[config.mk]
export PLATFORM = sky130hd
export DESIGN_NAME = req_arbiter8_flat
export DESIGN_NICKNAME = d
export VERILOG_FILES = /design/src/rtl/req_arbiter8_if.sv /design/src/rtl/req_arbiter8.sv /design/src/flat_wrapper.sv
export SDC_FILE = /design/constraint.sdc
export NUM_CORES = 1
export LEC_CHECK = 0
export BUFFER_PORTS_ARGS = -buffer_cell sky130_fd_sc_hd__buf_2
export CORE_MARGIN = 1
export CORE_UTILIZATION = 47
export DETAILED_ROUTE_END_ITERATION = 8
export PLACE_DENSITY = 0.7
export SLEW_MARGIN = 20
export SYNTH_ARGS = -nofsm -noshare
export SYNTH_HDL_FRONTEND = slang
export SYNTH_SLANG_ARGS = --single-unit
[constraint.sdc]
create_clock -name clk -period 2.4 [get_ports clk]
set_input_delay 0.48 -clock clk [delete_from_list [all_inputs] [get_ports clk]]
set_output_delay 0.48 -clock clk [all_outputs]
set_load 0.1 [all_outputs]
[src/rtl/req_arbiter8_if.sv]
// req_arbiter8_if: request/grant bundle between requesters and the 8-way arbiter.
interface req_arbiter8_if;
  logic       en;
  logic [7:0] req;
  logic       done;
  logic [7:0] gnt;
  logic [2:0] gnt_idx;
  logic       gnt_valid;
  logic       timeout;
  logic       busy;
  modport master (output en, req, done, input gnt, gnt_idx, gnt_valid, timeout, busy);
  modport slave  (input en, req, done, output gnt, gnt_idx, gnt_valid, timeout, busy);
endinterface

[src/rtl/req_arbiter8.sv]
// req_arbiter8: 8-way hold-until-release arbiter, highest index wins, one idle cycle between owners.
// Define ARB_ROUND_ROBIN_EN for rotating priority (last owner becomes lowest priority).
module req_arbiter8 #(
  parameter int MAX_HOLD = 16,
  parameter int CNT_W    = 8
) (
  input logic           clk,
  input logic           rst_n,
  req_arbiter8_if.slave bus
);
  typedef enum logic [1:0] {IDLE, GRANT, COOLDOWN} state_t;
  state_t           state, state_nx;
  logic [CNT_W-1:0] hold_cnt, cnt_nx;
  logic [7:0]       gnt_q, gnt_nx;
  logic [2:0]       idx_q, idx_nx, win;
  logic             valid_q, to_q, busy_q, to_nx, release_c;
`ifdef ARB_ROUND_ROBIN_EN
  logic [2:0]       last_idx, last_nx;
  // Walk from last_idx-8 up to last_idx-1 so the nearest lower index is assigned last and wins.
  always_comb begin
    win = '0;
    for (int i = 8; i >= 1; i--)
      if (bus.req[last_idx - 3'(i)]) win = last_idx - 3'(i);
  end
`else
  always_comb begin
    win = '0;
    for (int i = 0; i < 8; i++)
      if (bus.req[i]) win = 3'(i);
  end
`endif
  // Release priority: en, done, withdrawal, then the hold cap; timeout only when the cap alone fires.
  assign release_c = !bus.en || bus.done || !bus.req[idx_q] || hold_cnt == CNT_W'(MAX_HOLD - 1);
  always_comb begin
    state_nx = state;
    gnt_nx   = '0;
    idx_nx   = '0;
    to_nx    = 1'b0;
    cnt_nx   = hold_cnt;
`ifdef ARB_ROUND_ROBIN_EN
    last_nx  = last_idx;
`endif
    case (state)
      IDLE: if (bus.en && |bus.req) begin
        state_nx = GRANT;
        gnt_nx   = 8'(1) << win;
        idx_nx   = win;
        cnt_nx   = '0;
`ifdef ARB_ROUND_ROBIN_EN
        last_nx  = win;
`endif
      end
      GRANT: if (release_c) begin
        state_nx = COOLDOWN;
        to_nx    = bus.en && !bus.done && bus.req[idx_q];
      end else begin
        gnt_nx = gnt_q;
        idx_nx = idx_q;
        cnt_nx = &hold_cnt ? hold_cnt : hold_cnt + 1'b1;
      end
      default: state_nx = IDLE;
    endcase
  end
  always_ff @(posedge clk or negedge rst_n)
    if (!rst_n) begin
      state    <= IDLE;
      gnt_q    <= '0;
      idx_q    <= '0;
      valid_q  <= 1'b0;
      to_q     <= 1'b0;
      busy_q   <= 1'b0;
      hold_cnt <= '0;
`ifdef ARB_ROUND_ROBIN_EN
      last_idx <= '0;
`endif
    end else begin
      state    <= state_nx;
      gnt_q    <= gnt_nx;
      idx_q    <= idx_nx;
      valid_q  <= state_nx == GRANT;
      to_q     <= to_nx;
      busy_q   <= state_nx != IDLE;
      hold_cnt <= cnt_nx;
`ifdef ARB_ROUND_ROBIN_EN
      last_idx <= last_nx;
`endif
    end
  assign bus.gnt       = gnt_q;
  assign bus.gnt_idx   = idx_q;
  assign bus.gnt_valid = valid_q;
  assign bus.timeout   = to_q;
  assign bus.busy      = busy_q;
endmodule

[src/flat_wrapper.sv]
// flat-port wrapper written by rule: the top's interface ports become plain ports
module req_arbiter8_flat 
#(
  parameter int MAX_HOLD = 16,
  parameter int CNT_W    = 8
)
  (clk, rst_n, bus_en, bus_req, bus_done, bus_gnt, bus_gnt_idx, bus_gnt_valid, bus_timeout, bus_busy);
  req_arbiter8_if bus_i ();
  input logic clk;
  input logic rst_n;
  input wire logic [$bits(bus_i.en)-1:0] bus_en;
  input wire logic [$bits(bus_i.req)-1:0] bus_req;
  input wire logic [$bits(bus_i.done)-1:0] bus_done;
  output wire logic [$bits(bus_i.gnt)-1:0] bus_gnt;
  output wire logic [$bits(bus_i.gnt_idx)-1:0] bus_gnt_idx;
  output wire logic [$bits(bus_i.gnt_valid)-1:0] bus_gnt_valid;
  output wire logic [$bits(bus_i.timeout)-1:0] bus_timeout;
  output wire logic [$bits(bus_i.busy)-1:0] bus_busy;
  assign bus_i.en = bus_en;
  assign bus_i.req = bus_req;
  assign bus_i.done = bus_done;
  assign bus_gnt = bus_i.gnt;
  assign bus_gnt_idx = bus_i.gnt_idx;
  assign bus_gnt_valid = bus_i.gnt_valid;
  assign bus_timeout = bus_i.timeout;
  assign bus_busy = bus_i.busy;
  req_arbiter8 #(.MAX_HOLD(MAX_HOLD), .CNT_W(CNT_W)) u_core (.clk(clk), .rst_n(rst_n), .bus(bus_i));
endmodule
**Word level (Yosys, flattened, before mapping)**

Index checks and enable logic that the tools add are counted.

- Add/subtract/negate cells: 1
- Multiply operators: 0
- Divide/modulo/power cells: 0
- Order comparisons: 1
- Equal/unequal tests: 7
- Shift-type cells: 1
- Mux-type cells: 24
- Bitwise gates (word level): 0
- Reductions and logical operators: 15

Operators with widths:

| operator | count |
|---|---|
| $mux 8 | 5 |
| $pmux 8 s2 | 2 |
| $mux 3 | 8 |
| $add 8x1->8 const B | 1 |
| $eq 8x4->1 const B | 1 |
| $reduce_and 8->1 | 1 |
| $reduce_or 8->1 | 1 |
| $shl 1x3->8 const A | 1 |
| $pmux 3 s2 | 1 |
| $eq 2x1->1 const B | 2 |
| $lt 3x4->1 const B | 1 |
| $mux 1 | 4 |
| $mux 2 | 2 |
| $ne 2x1->1 const B | 2 |
| $ne 2x2->1 const B | 2 |
| $pmux 2 s2 | 1 |
| $reduce_and 4->1 | 1 |
| $reduce_bool 2->1 | 2 |
| $bmux 1 s3 | 1 |
| $logic_and 1x1->1 | 3 |
| $logic_not 1->1 | 3 |
| $logic_or 1x1->1 | 3 |
| $logic_not 2->1 | 1 |

- Flip-flop bits (word level): 24
- Latch bits: 0
- Memory bits (writable): 0
- Memory bits (read-only): 0
- Memories: 0

**Longest topological paths before layout**

Gate-level depths: netlist of run 1.

- Depth in word-level cells: 10
- Depth in mapped cells: 7

**Worst setup path after synthesis of run 1**

Ideal clock, no wire load.

- Path type: register to register
- Start point: register u_core.idx_q[0] (netlist: u_core.bus.gnt_idx[0])
- End point: register u_core.hold_cnt[4]
- Library setup time: 124 ps
- Arrival: 2,284 ps
- Data required time: 2,276 ps
- Setup slack: -8 ps
- Cell stages (with the launch flop): 8
- Period minus slack after synthesis: 2,408 ps
- Cells stage by stage: dfrtp_1 buf_6 mux2i_1 a311oi_2 nor4bb_1 buf_4 a21oi_2 a211o_1

- Word-level cells in the longest chain between the ends: 7

RTL lines:

| item | line | text |
|---|---|---|
| start, declared | req_arbiter8.sv:15 | `logic [2:0] idx_q, idx_nx, win;` |
| start signal, assigned | req_arbiter8.sv:79 | `idx_q <= idx_nx;` |
| $bmux 1 s3 | req_arbiter8.sv:33 | `assign release_c = !bus.en \|\| bus.done \|\| !bus.req[idx_q] \|\| hold_cnt == CNT_W'(MAX_HOLD - 1);` |
| $mux 1 (not written as such) | req_arbiter8.sv:33 |  |
| $logic_not 1->1 | req_arbiter8.sv:33 |  |
| $logic_or 1x1->1 (2 in series) | req_arbiter8.sv:33 |  |
| $ne 2x2->1 (no source line) | -- |  |
| $reduce_and 4->1 (no source line) | -- |  |
| end signal, assigned | req_arbiter8.sv:83 | `hold_cnt <= cnt_nx;` |
| end, declared | req_arbiter8.sv:13 | `logic [CNT_W-1:0] hold_cnt, cnt_nx;` |

Every way passes these cells. The select of a mux whose other input is x is not followed.
A chain may end at the register's enable or synchronous reset.

**Final worst setup path of run 1**

- Start point: register u_core.idx_q[0] (netlist: u_core.bus.gnt_idx[0])
- End point: register u_core.hold_cnt[1]

The elaborated chain is that of the path after synthesis.

==> metrics.md, run 1 <==
| Metric | Value |
|---|---|
| Status | finished clean |
| Grt ovf | 0 |
| Core Footprint | between 0.002 and 0.003 mm^2 |
| Rel. slew slack | 0.6174 |
| Port Buffers | 25 |
| Max Fclk | between 0.5 and 0.6 GHz |
| Number of global-route vias before repair | between 1000 and 1500 |
| Syn_area_per_cell | 10.37 um^2 |
| FF+latch count, synth | 24 |
| TritonCTS Buffers | 3 |
| Family with the most delay on the worst path | compound AO/OA/AOI/OAI gates |
| Setup bufs post-CTS | 0 |
| Max Slew Vio Count | 0 |
| CP Class | reg2reg |
| Critical path depth | 6 |
| Slowest CP cell | dfrtp_2 |
| Max incr delay on CP | 490 ps |
| Setup repair after global routing missed its margin | no |
| TNS Setup | 0 ps |
| Distinct cell type count after synthesis | 47 |
| Post-synth top flop | dfrtp_1 |
| Die area | around 0.003 mm^2 |
| Die Span Y | approximately 55 um |
| Final Cell Area | 0.001494 mm^2 |
| Cell count after synthesis | approximately 130 |
| Num rows | 18 |
| GR Util All Layers | 0.2121 |
| Yosys warning total | 0 |
| Final #Nets | between 150 and 200 |
| WP data required | between 2000 and 3000 ps |
| Switch Pwr | between 500 and 600 uW |
| Post-synth EDFFs | 0 |
| Tmin final | just under 2000 ps |
| CTS tree | yes |
| Drt initial violations | 19 |
| Placed inst area | approximately 0.0015 mm^2 |
| Leakage | around 0.73 nW |
| Final Skew | about 12 ps |
| Num Clock Sinks | 24 |
| Vias | roughly 1100 |
| Worst skew pair latency | ~320 ps |
| # IOs | 26 |
| Area share of the largest cell type after synthesis | 0.4598 |
| Area Growth Syn to Fin | 14.37% |
| Antenna Nets Post-Route | 0 |
| R2R Setup Slk | 430 ps |
| Initial antenna violation count | 0 |
| Area leader, netlist | dfrtp_1 |
| Worst Max-Slew Pin Slew | between 500 and 600 ps |
| CTS Hold Bufs | 0 |
| Logic pwr share | 0.432 |
| CP endpoint kind | flop |
| Hpwl dp | about 2100 um |
| Most common cell after layout, fill and taps aside | buf_2 |
| CTS H-tree lvls | 1 |
| Seq pwr share | 0.400 |
| DR pass1 iterations | 4 |
| Drt drc | 0 |
| Clk buf depth | 2 |
| Pwr Total | about 1.3 mW |
| Routed len/inst | ~15 um |
| Routability congestion estimate | approximately 0.84 |
| Crit-path max FO | 9 |
| Commonest non-fill, non-tap cells in the layout | buf_2, dfrtp_1, nand2_1, inv_1 |
| ANT cells | 0 |
| Total of max-cap violations | 0 |
| Register area share after synthesis | 0.4598 |
| Clk root buf | clkbuf_4 |
| R2R Path End | u_core.hold_cnt[1]$_DFFE_PN0P_ |
| Internal | a little under 700 uW |
| Pin count of the biggest net entering global routing | 25 |
| R2R depth | 6 |
| Initial Utilization | 0.5133 |
| First-pass GRT wire length | about 4500 um |
| Min-Delay Path Class | in2async |
| Synth Net Count | between 100 and 150 |
| Worst path arrival time | approximately 2200 ps |
| Clock share of power | 0.167 |
| Worst R2R Start | u_core.bus.gnt_idx[0]$_DFFE_PN0P_ |
| Die width | between 50 and 60 um |
| VDD IR max | ~0.00083 V |
| Crit share post-route | 0.8208 |
| Top post-synthesis cells by area | dfrtp_1, a32o_1, nand2_1 |
| Fraction of registers with async set or reset after synthesis | 1.000 |
| Worst Setup Start Kind | flop |
| Net Sw Frac | 0.4641 |
| Synth Cell Area | between 0.001 and 0.0015 mm^2 |
| WL final | ~2800 um |
| Quantity of gates resized following cts | 0 |
| Layout cells sized above 1 | 0.2941 |
| DR vias/cell | about 6 |
| Crit-path cells | mux2i_1 -> a311oi_2 -> nor4bb_1 -> buf_4 -> o21ai_0 -> a32o_1 |
| Number of buffers and inverters on the critical path | 1 |
| Final number of setup-violating endpoints | 0 |
| Final-report hold violation count | 0 |
| Power per cell area | about 840 mW/mm^2 |
| Worst-path clk slew | 130 ps |
## logic make-up after synthesis
group | count (synthesis) | share of synthesized area
AOI/OAI and AO/OA | 34 | 0.2193
adders and majority gates | 1 | 0.009577
buffers and inverters | 13 | 0.05268
DFF | 24 | 0.4598
muxes | 3 | 0.02299
and+or+nand+nor | 51 | 0.2356
## registers in the layout, summed over array words and instances, names as in the netlist
signal                count
u_core.bus.gnt_valid      1
u_core.bus.timeout        1
u_core.bus.busy           1
u_core.hold_cnt           8
u_core.bus.gnt_idx        3
u_core.state              2
u_core.bus.gnt            8
## synth_stat cells (all sizes together) (3+ instances only)
| library cell | n |
|---|---|
| a21oi | 3 |
| a22o | 4 |
| a32o | 6 |
| buf | 5 |
| dfrtp | 24 |
| inv | 7 |
| mux2i | 3 |
| nand2 | 13 |
| nand3 | 6 |
| nor2 | 7 |
| nor3 | 3 |
| o21ai | 4 |
| o2bb2ai | 3 |
| or4 | 4 |
## how the worst max path moves through the flow
stage          slack, ps                        endpoint                         startpoint
2_1_floorplan        130  u_core.hold_cnt[7]$_DFFE_PN0P_  u_core.bus.gnt_idx[2]$_DFFE_PN0P_
3_3_place_gp         360  u_core.hold_cnt[1]$_DFFE_PN0P_                         bus_req[5]
3_5_place_dp         360  u_core.hold_cnt[1]$_DFFE_PN0P_                         bus_req[5]
4_1_cts              440  u_core.hold_cnt[1]$_DFFE_PN0P_  u_core.bus.gnt_idx[0]$_DFFE_PN0P_
5_1_grt              310  u_core.hold_cnt[1]$_DFFE_PN0P_  u_core.bus.gnt_idx[0]$_DFFE_PN0P_
6_report             430  u_core.hold_cnt[1]$_DFFE_PN0P_  u_core.bus.gnt_idx[0]$_DFFE_PN0P_
## layout make-up
cell class | instances | area, um^2
Clock buffer | 4 | 36.28
Fill cell | 216 | 1051
Inverter | 7 | 26.28
Multi-Input combinational cell | 89 | 636.9
Sequential cell | 24 | 601.8
Tap cell | 30 | 37.54
Timing Repair Buffer | 29 | 155.1
## layer usage
metal / track usage / wire length [um] / up-vias
met2: 0.3052 / 1268 / 28
li1: - / - / 534
met3: 0.06667 / 146 / 2
met4: 0.06410 / 10 / 0
met5: 0 / 0 / -
met1: 0.3003 / 1351 / 538
## through the flow
stage	cells	hold slack (ps)	utilization	setup WS, ps
floorplan	126	184.4	-	133.5
global placement	179	469.0	0.5728	358.7
detailed placement	179	472.9	0.5728	361.5
CTS	183	135.3	0.5870	438.4
global route	183	160.4	0.5870	309.0
finish	183	115.8	0.5870	430.0
## power by group through the flow
stage | combinational (mW) | sequential, mW | clock [mW]
6_report | 0.543 | 0.503 | 0.210
5_1_grt | 0.574 | 0.509 | 0.234
4_1_cts | 0.542 | 0.503 | 0.219
3_5_place_dp | 0.540 | 0.510 | 0
3_3_place_gp | 0.535 | 0.509 | 0
2_1_floorplan | 0.213 | 0.736 | 0
(Power assumes the default switching activity.)
==> run 2: changes to the inputs <==
--- a/config.mk
+++ b/config.mk
@@ -5,11 +5,12 @@
 export SDC_FILE = /design/constraint.sdc
 export NUM_CORES = 1
 export LEC_CHECK = 0
+export ABC_AREA = 1
 export BUFFER_PORTS_ARGS = -buffer_cell sky130_fd_sc_hd__buf_2
 export CORE_MARGIN = 1
 export CORE_UTILIZATION = 47
 export DETAILED_ROUTE_END_ITERATION = 8
-export PLACE_DENSITY = 0.7
+export PLACE_DENSITY = 0.69
 export SLEW_MARGIN = 20
 export SYNTH_ARGS = -nofsm -noshare
 export SYNTH_HDL_FRONTEND = slang
==> constraint.sdc (replaced) <==
create_clock -name clk -period 1.82 [get_ports clk]
set_input_delay 0.364 -clock clk [delete_from_list [all_inputs] [get_ports clk]]
set_output_delay 0.364 -clock clk [all_outputs]
set_load 0.1 [all_outputs]
==> metrics.md, run 2 <==
| Metric | Value |
|---|---|
| Worst path arrival time | about 1200 ps |
| Hpwl dp | about 2400 um |
| GR Util All Layers | 0.2219 |
| Min-Delay Path Class | in2async |
| Synth Net Count | between 150 and 200 |
| FF+latch count, synth | 24 |
| Register area share after synthesis | 0.4408 |
| Vias | approximately 1300 |
| Max incr delay on CP | between 400 and 500 ps |
| # IOs | 26 |
| Family with the most delay on the worst path | flip-flops |
| Total of max-cap violations | 0 |
| Synth Cell Area | between 0.001 and 0.0015 mm^2 |
| Post-synth EDFFs | 0 |
| Antenna Nets Post-Route | 0 |
| Crit-path cells | buf_2 |
| Quantity of gates resized following cts | 0 |
| Fraction of registers with async set or reset after synthesis | 1.000 |
| Fill cell count | 266 |
| Slowest CP cell | dfrtp_2 |
| Crit-path max FO | 7 |
| Setup repair after global routing missed its margin | no |
| Routability congestion estimate | between 0.9 and 1 |
| Routed len/inst | ~13 um |
| Layout cells sized above 1 | 0.2123 |
| CTS H-tree lvls | 1 |
| Top post-synthesis cells by area | dfrtp_1, nand2_1, nand3_1 |
| Post-synth top flop | dfrtp_1 |
| Tmin final | 1607 ps |
| R2R Setup Slk | 240 ps |
| Final number of setup-violating endpoints | 0 |
| Leakage | 0.8765 nW |
| TritonCTS Buffers | 3 |
| Crit share post-route | 0.8829 |
| CP endpoint kind | output port |
| Syn_area_per_cell | between 7 and 8 um^2 |
| Synth top cells by count | nand2_1, dfrtp_1, nor2_1 |
| Rel. slew slack | 0.6379 |
| Max Fclk | approximately 0.62 GHz |
| Commonest non-fill, non-tap cells in the layout | nand2_1, buf_2, nor2_1, nand3_1, dfrtp_1 |
| Final-report hold violation count | 0 |
| Final Skew | between 2 and 2.5 ps |
| Initial Utilization | 0.4941 |
| Worst skew pair latency | about 320 ps |
| Num Clock Sinks | 24 |
| Leading cell type by number of instances after synthesis | nand2_1 |
| Clk root buf | clkbuf_4 |
| Grt ovf | 0 |
| Setup bufs post-CTS | 0 |
| DR vias/cell | approximately 5.5 |
| Placed inst area | 0.001515 mm^2 |
| Die width | around 56 um |
| Area share of the largest cell type after synthesis | 0.4408 |
| Initial antenna violation count | 0 |
| First-pass GRT wire length | ~5500 um |
| Worst-path clk slew | between 100 and 150 ps |
| ANT cells | 0 |
| Number of global-route vias before repair | 1316 |
| Pin count of the biggest net entering global routing | 25 |
| Most common cell after layout, fill and taps aside | nand2_1 |
| Status | finished clean |
| Die Span Y | 55.84 um |
| Drt drc | 0 |
| WP data required | between 1000 and 1500 ps |
| Worst R2R Start | u_core.hold_cnt[0]$_DFFE_PN0P_ |
| R2R Path End | u_core.hold_cnt[5]$_DFFE_PN0P_ |
| Max Slew Vio Count | 0 |
| Yosys warning total | 0 |
| Distinct cell type count after synthesis | 22 |
| Drt initial violations | 77 |
| Die area | around 0.0031 mm^2 |
| Port Buffers | 25 |
| Area Growth Syn to Fin | 15.06% |
| DR pass1 iterations | 4 |
| Setup WS post-layout | between 200 and 250 ps |
| Num rows | 19 |
| Area leader, netlist | dfrtp_1 |
| TNS Setup | 0 ps |
| CP startpoint | u_core.bus.gnt_idx[0]$_DFFE_PN0P_ |
| R2R depth | 11 |
| VDD IR max | approximately 0.00086 V |
| Worst Max-Slew Pin Slew | about 540 ps |
| Clk buf depth | 2 |
| Core Footprint | roughly 0.0028 mm^2 |
| Final Cell Area | around 0.0016 mm^2 |
| Cell count after synthesis | about 190 |
| Number of buffers and inverters on the critical path | 1 |
| Pre-CTS setup slack | roughly 270 ps |
| Worst Setup Start Kind | flop |
| CTS tree | yes |
| CP Class | reg2out |
| Power per cell area | 1235 mW/mm^2 |
| WL final | between 3000 and 4000 um |
| CTS Hold Bufs | 0 |
| Final #Nets | roughly 230 |
[run 2: metal layers]
| metal | vias to the layer above | wire length [um] | GRT usage |
|---|---|---|---|
| li1 | 652 | - | - |
| met1 | 624 | 1335 | 0.2526 |
| met2 | 52 | 1713 | 0.4165 |
| met3 | 8 | 154 | 0.02093 |
| met4 | 0 | 49 | 0.1010 |
| met5 | - | 0 | 0 |
[run 2: where the power goes]
part	leakage, nW	switching (mW)	internal [mW]	total [mW]
clock network	0.0279	0.169	0.223	0.392
logic	0.526	0.688	0.181	0.870
registers	0.322	0.0635	0.612	0.675
[run 2: area by class of cell]
class | count | area, um^2 | share of cell area
multi-input combinational | 137 | 654.4 | 0.4174
sequential | 24 | 603.1 | 0.3847
timing repair buffer | 28 | 147.6 | 0.09417
inverter | 19 | 71.32 | 0.04549
tap | 31 | 38.79 | 0.02474
clock inverter | 1 | 30.03 | 0.01915
clock buffer | 3 | 22.52 | 0.01437
[run 2: cells by family after synthesis]
family	after synthesis	synth area share
AND/OR/NAND/NOR	127	0.4316
buffers and inverters	24	0.07897
flip-flops	24	0.4408
AO/OA/AOI/OAI	9	0.03948
adder cells (fa/ha/maj)	1	0.009181
[run 2: stage by stage]
step	cells	hold slack, ps	power, mW	utilization
after CTS	243	15.00	1.946	0.5685
after global routing	243	32.52	2.033	0.5685
after detailed placement	239	383.0	1.549	0.5495
after floorplan	185	68.41	1.387	-
after global placement	239	375.1	1.523	0.5495
final	243	5.973	1.936	0.5685
[run 2: worst max-delay path by stage]
| stage | end | slack [ps] | cells after the start |
|---|---|---|---|
| 6_report | bus_gnt_idx[0] | 210 | 1 |
| 5_1_grt | u_core.hold_cnt[3]$_DFFE_PN0P_ | 100 | 11 |
| 4_1_cts | bus_gnt_idx[0] | 210 | 1 |
| 3_5_place_dp | u_core.hold_cnt[1]$_DFFE_PN0P_ | 270 | 11 |
| 3_3_place_gp | u_core.hold_cnt[1]$_DFFE_PN0P_ | 330 | 9 |
| 2_1_floorplan | u_core.bus.gnt_idx[2]$_DFFE_PN0P_ | 70 | 5 |
==> run 3: changes to the inputs <==
--- a/config.mk
+++ b/config.mk
@@ -5,12 +5,11 @@
 export SDC_FILE = /design/constraint.sdc
 export NUM_CORES = 1
 export LEC_CHECK = 0
-export ABC_AREA = 1
 export BUFFER_PORTS_ARGS = -buffer_cell sky130_fd_sc_hd__buf_2
 export CORE_MARGIN = 1
 export CORE_UTILIZATION = 47
 export DETAILED_ROUTE_END_ITERATION = 8
-export PLACE_DENSITY = 0.69
+export PLACE_DENSITY = 0.7
 export SLEW_MARGIN = 20
 export SYNTH_ARGS = -nofsm -noshare
 export SYNTH_HDL_FRONTEND = slang
==> constraint.sdc (replaced) <==
create_clock -name clk -period 1.7 [get_ports clk]
set_input_delay 0.34 -clock clk [delete_from_list [all_inputs] [get_ports clk]]
set_output_delay 0.34 -clock clk [all_outputs]
set_load 0.1 [all_outputs]
==> metrics.md, run 3 (same netlist as run 1, synthesis figures left out) <==
| Metric | Value |
|---|---|
| CTS H-tree lvls | 1 |
| Fill cell count | ~190 |
| Initial Utilization | 0.5133 |
| GR Util All Layers | 0.2503 |
| Layout cells sized above 1 | 0.4641 |
| Grt ovf | 0 |
| WP data required | 1970 ps |
| Logic pwr share | 0.461 |
| Setup WS post-layout | -173.4 ps |
| Inst Count DP | 206 |
| Die Span Y | ~55 um |
| Final number of setup-violating endpoints | 21 |
| Max Slew Vio Count | 0 |
| Die width | approximately 55 um |
| Final Cell Area | around 0.0018 mm^2 |
| WL final | approximately 3300 um |
| Net Sw Frac | 0.4275 |
| CP Capture Point | u_core.hold_cnt[4]$_DFFE_PN0P_ |
| Clock share of power | 0.199 |
| Internal | 1.191 mW |
| Placed inst area | 0.001682 mm^2 |
| Final Skew | 13.56 ps |
| TritonCTS Buffers | 3 |
| R2R depth | 6 |
| CP endpoint kind | flop |
| Die area | between 0.002 and 0.003 mm^2 |
| CP Class | reg2reg |
| First-pass GRT wire length | 5181 um |
| Port Buffers | 25 |
| Power per cell area | roughly 1100 mW/mm^2 |
| Clk buf depth | 2 |
| Min-Delay Path Class | in2reg |
| TNS Setup | -1552 ps |
| Pin count of the biggest net entering global routing | 25 |
| DR vias/cell | 5.706 |
| Register area | 609.3 um^2 |
| Num Clock Sinks | 24 |
| Routability congestion estimate | ~0.83 |
| Setup repair after global routing missed its margin | yes |
| Drt drc | 0 |
| Core Footprint | between 0.002 and 0.003 mm^2 |
| Worst skew pair latency | ~320 ps |
| Pwr Total | ~2.1 mW |
| R2R Setup Slk | -170 ps |
| Worst path arrival time | about 2200 ps |
| Final hold slack | around 310 ps |
| Total of max-cap violations | 0 |
| Tmin final | around 1900 ps |
| Leakage | roughly 0.91 nW |
| Clk root buf | clkbuf_4 |
| Routed len/inst | between 15 and 20 um |
| Antenna Nets Post-Route | 0 |
| Final non-filler cell total | around 210 |
| Final-report hold violation count | 0 |
| CTS tree | yes |
| Most common cell after layout, fill and taps aside | buf_4 |
| Number of global-route vias before repair | approximately 1100 |
| Rel. slew slack | 0.6489 |
| Initial antenna violation count | 0 |
| Failing checks | setup timing |
| Vias | approximately 1200 |
| Drt initial violations | 19 |
| # IOs | 26 |
| Worst Max-Slew Pin Slew | between 500 and 600 ps |
| Seq pwr share | 0.340 |
| Multi-input logic area | approximately 720 um^2 |
| Crit-path max FO | 9 |
| Final #Nets | 195 |
| Switch Pwr | 889.3 uW |
| Num rows | 18 |
| Crit share post-route | 1.102 |
| Worst R2R Start | u_core.bus.gnt_idx[0]$_DFFE_PN0P_ |
| VDD IR max | approximately 0.0012 V |
| Max Fclk | between 0.5 and 0.6 GHz |
| Worst-path clk slew | 140 ps |
| Hpwl dp | 2455 um |
| DR pass1 iterations | 4 |
| ANT cells | 0 |
| Status | finished with violations |
| Worst Setup Start Kind | flop |
| CP startpoint | u_core.bus.gnt_idx[0]$_DFFE_PN0P_ |
| Commonest non-fill, non-tap cells in the layout | buf_4, buf_2, dfrtp_1, nand2_1, inv_1 |
| R2R Path End | u_core.hold_cnt[4]$_DFFE_PN0P_ |
| Area Growth Syn to Fin | 40.90% |
==> run 3: cell count changes in the layout (fill, tap and decap cells not counted), moves of 3 or more <==
cell	previous run	this run
inv_1	17	7
nand2_1	55	13
a22o_1	0	4
nand4_1	13	1
a32o_1	0	6
nand3_1	23	3
buf_4	3	28
mux2i_1	0	3
nor2_1	24	6
nand3_2	0	3
nand2_2	3	0
==> run 3: timing repair <==
action | CTS | global route
endpoints found under the hold margin | 11 | 0
gates resized for setup | 7 | 11
hold buffers | 1 | 0
pin swaps | 2 | 4
buffers inserted | 1 | 0
setup endpoints to repair | 18 | 24
==> run 3: power by group through the flow <==
stage               clock network [mW]  logic [mW]  registers, mW
floorplan                            0       0.317           1.05
global route                     0.441        1.01          0.720
detailed placement                   0       0.899          0.719
finish                           0.414       0.958          0.708
CTS                              0.419       0.932          0.708
global placement                     0       0.883          0.716
==> run 3: area by class of cell <==
type | count | area share
Clock buffer | 3 | 0.01224
Clock inverter | 1 | 0.01632
Inverter | 7 | 0.01428
Multi-Input combinational cell | 89 | 0.3922
Sequential cell | 24 | 0.3311
Tap cell | 30 | 0.02039
Timing Repair Buffer | 57 | 0.2135
==> run 3: critical path, stage by stage (launching register included) <==
cell,delay (ps)
dfrtp_4,540
mux2i_1,140
a311oi_2,320
nor4bb_2,280
buf_4,220
nor4b_2,200
a211o_1,130
==> run 3: routing by layer <==
metal,track usage,share of wire
met1,0.3287,0.46
met2,0.4096,0.49
met3,0.05556,0.039
met4,0.06838,0.0097
met5,0,0
==> run 3: worst min-delay path by stage <==
stage / from / endpoint / depth (start not counted)
final: bus_req[6] / u_core.bus.gnt[6]$_DFFE_PN0P_ / 2
after detailed placement: rst_n / u_core.bus.gnt[6]$_DFFE_PN0P_ / 1
after global placement: rst_n / u_core.bus.gnt[6]$_DFFE_PN0P_ / 1
after global routing: bus_req[6] / u_core.bus.gnt[6]$_DFFE_PN0P_ / 2
after floorplan: rst_n / u_core.bus.busy$_DFF_PN0_ / 0
after CTS: bus_req[6] / u_core.bus.gnt[6]$_DFFE_PN0P_ / 2
==> run 3: stage by stage <==
stage               worst slack (ps)    util
floorplan                     -298.1       -
global placement              -154.3  0.6608
detailed placement            -180.4  0.6608
CTS                           -149.1  0.7026
global route                  -289.5  0.7232
finish                        -173.4  0.7232
